==> src/rtl/exe_stage_ctrl_pkg.sv <==
// Shared types for the execute-stage sequencer: FU request/response structs and FSM state.
package exe_stage_ctrl_pkg;

  typedef enum logic [1:0] {
    alu    = 2'd0,
    brunch = 2'd1,
    load   = 2'd2,
    store  = 2'd3
  } EXE_TYPE;

  typedef struct packed {
    EXE_TYPE     exe_type;
    logic [4:0]  op;
    logic [31:0] pc;
    logic [31:0] imm;
  } FU_REQUIRE;

  typedef struct packed {
    logic        enable;
    logic [31:0] pc_new;
  } PC_CHECK;

  typedef struct packed {
    logic        we;
    logic [4:0]  rd;
    logic [31:0] data;
  } MEM_REQUIRE;

  typedef enum logic {EXE_RUN, EXE_REDIR} EXE_CTRL_STATE;

endpackage

==> src/rtl/exe_stage_ctrl_sat_counter.sv <==
// Saturating up-counter used for the execute-stage performance counters.
module sat_counter #(
  parameter int W = 16
) (
  input  logic         clk,
  input  logic         rst,
  input  logic         inc,
  output logic [W-1:0] out
);

  always_ff @(posedge clk or posedge rst) begin
    if (rst)                   out <= '0;
    else if (inc && out != '1) out <= out + W'(1);
  end

endmodule

==> src/rtl/exe_stage_ctrl.sv <==
// Execute-stage sequencer: one-entry valid/ready stage feeding the FU, with a held
// frontend redirect handshake and wrong-path flush after a mispredicted branch.
module exe_stage_ctrl
  import exe_stage_ctrl_pkg::*;
#(
  parameter int CNT_W = 16
) (
  input  logic             clk,
  input  logic             rst,
  input  logic             in_valid,
  output logic             in_ready,
  input  FU_REQUIRE        in_req,
  output FU_REQUIRE        fu_require,
  input  PC_CHECK          pc_execute,
  input  MEM_REQUIRE       mem_require,
  output logic             out_valid,
  input  logic             out_ready,
  output MEM_REQUIRE       out_mem,
  output logic             flush_o,
  output logic             redirect_valid,
  output logic [31:0]      redirect_pc,
  input  logic             redirect_ready,
  output logic [CNT_W-1:0] cnt_branch,
  output logic [CNT_W-1:0] cnt_mispredict
);

  EXE_CTRL_STATE state;
  logic          ex_valid;
  FU_REQUIRE     ex_req;
  logic          in_redir, handoff, mispredict, accept;

  // ex_valid is always clear in REDIR, so handoff cannot fire there.
  assign in_redir   = (state == EXE_REDIR);
  assign handoff    = ex_valid & out_ready;
  assign mispredict = handoff & pc_execute.enable;
  assign in_ready   = in_redir | !ex_valid | (out_ready & !pc_execute.enable);
  assign accept     = !in_redir & in_valid & in_ready;

  assign out_valid  = ex_valid;
  assign out_mem    = mem_require;
  assign fu_require = ex_req;
  assign flush_o    = in_redir | mispredict;

  always_ff @(posedge clk or posedge rst) begin
    if (rst) begin
      state          <= EXE_RUN;
      ex_valid       <= 1'b0;
      ex_req         <= '0;
      redirect_valid <= 1'b0;
      redirect_pc    <= '0;
    end else begin
      case (state)
        EXE_RUN: begin
          if (mispredict) begin
            state          <= EXE_REDIR;
            ex_valid       <= 1'b0;
            redirect_valid <= 1'b1;
            redirect_pc    <= pc_execute.pc_new;
          end else if (accept) begin
            ex_valid <= 1'b1;
            ex_req   <= in_req;
          end else if (handoff) begin
            ex_valid <= 1'b0;
          end
        end
        EXE_REDIR: begin
          // Issue offers are dropped here, including on the handshake cycle.
          if (redirect_ready) begin
            state          <= EXE_RUN;
            redirect_valid <= 1'b0;
          end
        end
        default: state <= EXE_RUN;
      endcase
    end
  end

  sat_counter #(.W(CNT_W)) u_cnt_branch (
    .clk (clk),
    .rst (rst),
    .inc (handoff && ex_req.exe_type == brunch),
    .out (cnt_branch)
  );

  sat_counter #(.W(CNT_W)) u_cnt_mispredict (
    .clk (clk),
    .rst (rst),
    .inc (mispredict),
    .out (cnt_mispredict)
  );

endmodule

==> config.mk <==
export PLATFORM = sky130hd
export DESIGN_NAME = exe_stage_ctrl
export DESIGN_NICKNAME = d
export VERILOG_FILES = /design/src/rtl/exe_stage_ctrl_pkg.sv /design/src/rtl/exe_stage_ctrl_sat_counter.sv /design/src/rtl/exe_stage_ctrl.sv
export SDC_FILE = /design/constraint.sdc
export NUM_CORES = 1
export LEC_CHECK = 0
export CORE_MARGIN = 2
export CORE_UTILIZATION = 39
export DETAILED_ROUTE_END_ITERATION = 6
export GPL_ROUTABILITY_DRIVEN = 0
export PLACE_DENSITY_LB_ADDON = 0.08
export SYNTH_ARGS = -nofsm -noshare
export SYNTH_HDL_FRONTEND = slang
export SYNTH_SLANG_ARGS = --single-unit
==> constraint.sdc <==
create_clock -name clk -period 6.4 [get_ports clk]
set_clock_uncertainty 0.1 [all_clocks]
set_input_delay 0.96 -clock clk [delete_from_list [all_inputs] [get_ports clk]]
set_output_delay 0.96 -clock clk [all_outputs]
set_load 0.05 [all_outputs]
==> results.json, run 1 <==
{
  "ant_nets": 0,
  "layout.nets": 785,
  "status": "finished, final reports clean",
  "hp-start": "u_cnt_branch.out[15]",
  "rows": 44,
  "grt_max_degree": 73,
  "cts_tree": "built",
  "pin_count": 324,
  "top_usage_layer": "met2",
  "worst_pin_slew_ns": 1.19,
  "drc": 0,
  "fmax_ghz": 0.262,
  "crit_chain": "clkdlybuf4s50_1 -> inv_1 -> o21ai_0 -> nand2b_1 -> clkdlybuf4s50_1",
  "drv_slew": 0,
  "htree_num_levels": 4,
  "grt_pass1_vias": 4241,
  "die_area_um2": 15900,
  "cp_slowest_cell": "clkdlybuf4s50_1",
  "cts_buffer_depth": 2,
  "crit_arrival_ns": 2.75,
  "rsz0062_at_grt": "false",
  "startpoint_type": "input port",
  "setup_violations": 0,
  "use_met2_pct": 29.9,
  "syn_nets": 568,
  "rrSetupSlack_ns": 3.73,
  "crit_family": "buffers and inverters",
  "grt_overflow": 0,
  "die_h_um": 126,
  "crit_start": "out_ready",
  "netlist_area_um2": 5820,
  "die_w_um": 126,
  "endpoint_kind": "output pin",
  "cts-resized-gates": 0,
  "finalHoldViolCount": 0,
  "yosysSeqAreaShare_pct": 59.3,
  "cts_setup_buffers": 0,
  "drive_gt1_share_pct": 23.3,
  "drtIter0Drc": 164,
  "required_ns": 5.34,
  "slew_headroom_pct": 20.3,
  "wl_mm": 14.5,
  "vias": 4028,
  "finalCriticalPeriod_ns": 3.81,
  "finalCritPeriodShare_pct": 59.5,
  "ys_top_cells_by_area": "dfrtp_1 59%, mux2_2 21%, buf_4 4.9%",
  "grt_pass1_wl_mm": 22.5,
  "dp.cells": 801,
  "grt_usage_pct": 18.3,
  "crit_path_frequent_cell": "clkdlybuf4s50_1",
  "routedWlPerCell_um": 17.5,
  "ir_drop_mv": 0.345,
  "cap_violations": 0,
  "area_growth_pct": 51.2,
  "synth_area_leader_cell": "dfrtp_1",
  "cellPowerDensity_nw_per_um2": 546,
  "path_buf_inv": 3,
  "async_flop_share_pct": 100,
  "cts_hold_buf": 0,
  "cts-root-buf": "clkbuf_16",
  "drtPass1Iterations": 4,
  "synth-seq-cells": 138,
  "fin_cells": 833,
  "synthCells": 419,
  "r2r_start": "out_valid",
  "clk_latency_ns": 0.41,
  "portBuffers": 247,
  "start_util_pct": 40.0,
  "hold_path_class": "register to register",
  "diodes": 0,
  "use_met1_pct": 20.5,
  "syn_avg_cell_area_um2": 13.9,
  "crit_type": "input port to output pin",
  "dp_hpwl_mm": 10.7,
  "fill_cells": 1190,
  "numCtsBuffers": 17,
  "p_leak_nw": 3.73,
  "tns_ns": 0,
  "crit_fanout": 4,
  "ys_warn_count": 0,
  "ys_types": 31,
  "max_stage_delay_ns": 0.80,
  "synth_most_common_cell": "dfrtp_1",
  "synth_enable_flop_cells": 0,
  "grtUsageMet3_pct": 9.64,
  "synthTopCellsByCount": "138 x dfrtp_1, 107 x mux2_2, 38 x buf_4",
  "synth_flop_cell": "dfrtp_1",
  "path_clk_slew_ns": 0.06,
  "vias_per_cell": 4.84,
  "cts_sinks": 138,
  "grt_antenna_before_repair": 0,
  "design.core.area_um2": 14500,
  "synth_top_area_share_pct": 59.3
}
cells by family (layout without fill, tap and decap cells):
logic type	Yosys count	count (layout)	share of synthesized area (%)
muxes	108	108	20.9
xor gates and xnor gates	25	25	3.76
DFF	138	138	59.3
adders and majority gates	2	2	0.430
and+or+nand+nor	78	78	8.08
AOI/OAI and AO/OA	10	10	1.07
buffers and inverters	58	288	6.43
per-layer routing:
layer | wire, um | part of all wire (%)
met1 | 5710 | 39
met2 | 7140 | 49
met3 | 1440 | 9.9
met4 | 254 | 1.7
met5 | 0 | 0
final cells by class:
| cell class | instances | area [um2] | area share (%) |
|---|---|---|---|
| timing repair buffer | 250 | 2490 | 28.3 |
| inverter | 6 | 27.5 | 0.313 |
| multi-input combinational | 223 | 1990 | 22.7 |
| tap | 184 | 230 | 2.62 |
| sequential | 138 | 3450 | 39.2 |
| clock buffer | 20 | 457 | 5.19 |
| clock inverter | 12 | 146 | 1.66 |
cell usage in the layout (no fill, tap or decap), types with 2 or more instances in the layout:
cell / netlist / layout
inv_1: 6 / 5
xnor2_1: 7 / 7
dfrtp_1: 138 / 138
xor2_1: 18 / 18
clkbuf_16: 0 / 17
nor3_1: 8 / 8
clkinv_2: 0 / 5
clkinvlp_4: 0 / 3
nor2_1: 10 / 10
nor4_1: 4 / 4
inv_6: 0 / 2
nand2b_1: 3 / 3
mux2_2: 107 / 107
and4_1: 3 / 3
o21ai_0: 7 / 7
bufinv_16: 0 / 3
clkbuf_8: 0 / 2
nor4b_2: 2 / 2
nand3_1: 12 / 12
nand2_1: 15 / 15
ha_1: 2 / 2
buf_4: 38 / 3
or2_2: 2 / 2
nand4_1: 7 / 7
and3_1: 6 / 5
clkdlybuf4s50_1: 0 / 247
flip-flops by register name, indices dropped and copies added, names as in the netlist:
register              cells
fu_require               71
in_redir                  1
out_valid                 1
redirect_pc              32
redirect_valid            1
u_cnt_branch.out         16
u_cnt_mispredict.out     16
through the flow:
stage	worst slack, ns	instance area (um2)	util, %	hold slack, ns	power, mW
final	2.59	8800	60.6	0.399	4.81
after global routing	2.53	8800	60.6	0.416	5.00
after CTS	2.58	8800	60.6	0.407	4.86
after detailed placement	2.47	8200	56.4	0.394	3.84
after global placement	2.52	8200	56.4	0.389	3.82
after floorplan	1.64	5820	-	0.383	3.02
final timing paths:
path | end | cells after the start
worst max-delay path | in_ready | 5
worst max register to register | fu_require[48] | 4
worst min-delay path | u_cnt_branch.out[15] | 1
min in group asynchronous | redirect_pc[4] | 2
worst min register to register | u_cnt_branch.out[15] | 1
max in group asynchronous | fu_require[45] | 3
report_power, final:
part / total, mW / internal [mW] / switching [mW]
combinational: 2.42 / 0.877 / 1.54
clock: 0.992 / 0.630 / 0.362
sequential: 1.40 / 1.20 / 0.195
No activity file was read; power rests on OpenSTA's default activity.
==> run 2: changes to the inputs <==
--- a/config.mk
+++ b/config.mk
@@ -6,7 +6,7 @@
 export NUM_CORES = 1
 export LEC_CHECK = 0
 export CORE_MARGIN = 2
-export CORE_UTILIZATION = 39
+export CORE_UTILIZATION = 35
 export DETAILED_ROUTE_END_ITERATION = 6
 export GPL_ROUTABILITY_DRIVEN = 0
 export PLACE_DENSITY_LB_ADDON = 0.08
==> constraint.sdc (replaced) <==
create_clock -name clk -period 3.3 [get_ports clk]
set_clock_uncertainty 0.1 [all_clocks]
set_input_delay 0.495 -clock clk [delete_from_list [all_inputs] [get_ports clk]]
set_output_delay 0.495 -clock clk [all_outputs]
set_load 0.05 [all_outputs]
==> run 2 against run 1 <==
Via count up 1.6%. Global-route usage decreased by 0.81 points. Final area up 0.65%. Sequential power up 94%. Largest cell class unchanged. Total power up 92%. Routed wire length up 3.6%. Combinational power rose by 95%. Largest power group unchanged. Worst hold slack worse by 0.0036 ns. Flip-flop and latch count unchanged.
==> results.json, run 2 (synthesized netlist as in run 1, its figures left out) <==
{
  "status": "finished, final reports clean",
  "htree_num_levels": 4,
  "endpoint_kind": "output pin",
  "cts_buffer_depth": 2,
  "grt_usage_pct": 17.5,
  "cap_violations": 0,
  "largest_register_ffs": 71,
  "vias_per_cell": 4.71,
  "slew_headroom_pct": 61.1,
  "p_comb_share_pct": 51.0,
  "drc": 0,
  "cts_sinks": 138,
  "area_growth_pct": 52.2,
  "crit_arrival_ns": 2.25,
  "ir_drop_mv": 0.568,
  "vias": 4093,
  "wl_mm": 15.1,
  "dpl-instance-area_um2": 8300,
  "tns_ns": 0,
  "layout_common_cells": "247 x clkdlybuf4s50_1, 138 x dfrtp_1, 107 x mux2_2",
  "layout.nets": 787,
  "finalHoldViolCount": 0,
  "whs_path_depth": 1,
  "grt_overflow": 0,
  "rrSetupSlack_ns": 1.27,
  "diodes": 0,
  "ant_nets": 0,
  "r2r_start": "u_cnt_branch.out[0]",
  "hp-start": "u_cnt_branch.out[15]",
  "p_int_mw": 5.17,
  "pin_count": 324,
  "cellPowerDensity_nw_per_um2": 1040,
  "grt_pass1_wl_mm": 23.6,
  "drv_slew": 0,
  "fin_cells": 869,
  "finalCritPeriodShare_pct": 86.2,
  "dp_hpwl_mm": 11.1,
  "required_ns": 2.70,
  "seq_power_share_pct": 29.4,
  "clk_latency_ns": 0.41,
  "utilization_pct": 54.0,
  "p_clk_share_pct": 19.6,
  "switchingPower_mw": 4.06,
  "routedWlPerCell_um": 17.3,
  "portBuffers": 247,
  "startpoint_type": "input port",
  "crit_fanout": 4,
  "design.core.area_um2": 16400,
  "path_clk_slew_ns": 0.05,
  "crit_type": "input port to output pin",
  "die_h_um": 133,
  "hold_path_class": "register to register",
  "drtIter0Drc": 139,
  "p_sw_share_pct": 44.0,
  "cts_tree": "built",
  "final_cell_area_um2": 8860,
  "rsz0062_at_grt": "false",
  "cts-resized-gates": 0,
  "die_w_um": 133,
  "fmax_ghz": 0.352,
  "layout_commonest_cell": "clkdlybuf4s50_1",
  "numCtsBuffers": 17,
  "dp.cells": 839,
  "finalCriticalPeriod_ns": 2.84,
  "drtPass1Iterations": 4,
  "hold_end": "u_cnt_branch.out[15]",
  "worst_pin_slew_ns": 0.582,
  "r2r-end": "u_cnt_branch.out[1]",
  "worstRegToRegCells": 5,
  "grt_max_degree": 97,
  "drive_gt1_share_pct": 23.3,
  "grt_pass1_vias": 4264,
  "die_area_um2": 17700,
  "rows": 47,
  "cts-root-buf": "clkbuf_16",
  "cts_hold_buf": 0,
  "grt_antenna_before_repair": 1,
  "setup_violations": 0,
  "start_util_pct": 35.5,
  "p_leak_nw": 3.73,
  "cts_setup_buffers": 0
}
-- run 2: changes by cell type in the layout (fill, tap and decap cells not counted), sizes merged --
| cell | previous run | this run |
|---|---|---|
| bufinv | 3 | 1 |
| buf | 3 | 5 |
| clkbuf | 20 | 23 |
| inv | 7 | 5 |
| clkinvlp | 3 | 2 |
-- run 2: power groups by stage --
stage	logic (mW)	clock network, mW	registers [mW]
floorplan	0.921	0	4.94
global placement	4.73	0	2.70
detailed placement	4.75	0	2.74
CTS	4.76	1.86	2.72
global route	4.87	1.94	2.81
finish	4.71	1.81	2.71
-- run 2: worst max path at each step --
stage	startpoint	end	slack, ns	depth (start not counted)
finish	out_ready	in_ready	0.46	5
global route	out_ready	in_ready	0.41	5
CTS	out_ready	in_ready	0.45	5
detailed placement	out_ready	in_ready	0.46	5
global placement	out_ready	in_ready	0.49	5
floorplan	rst	fu_require[0]	0.98	1
-- run 2: metrics by stage --
step / setup slack (ns) / hold slack (ns) / power (mW)
finish: 0.456 / 0.395 / 9.23
global route: 0.415 / 0.411 / 9.62
CTS: 0.454 / 0.399 / 9.35
detailed placement: 0.460 / 0.384 / 7.48
global placement: 0.490 / 0.387 / 7.43
floorplan: 0.984 / 0.383 / 5.86
-- run 2: layer usage --
metal	vias up	share of wire (%)	track usage, %
met2	163	51	28.6
li1	1867	-	-
met5	-	0.080	0
met4	2	2.0	8.00
met1	2031	38	19.9
met3	30	8.7	7.28
-- run 2: cell type report --
cell class / count / area [um2]
well taps: 220 / 275
repair buffers: 252 / 2550
multi-input cells: 223 / 1990
flip-flops and latches: 138 / 3450
fillers: 1343 / 7550
clock inverters: 7 / 66.3
clock buffers: 23 / 498
inverters: 6 / 26.3
-- run 2: critical path: stages --
cell	delay (ns)
clkdlybuf4s50_1	0.58
inv_1	0.08
o21ai_0	0.18
nand2b_1	0.12
clkdlybuf4s50_1	0.80
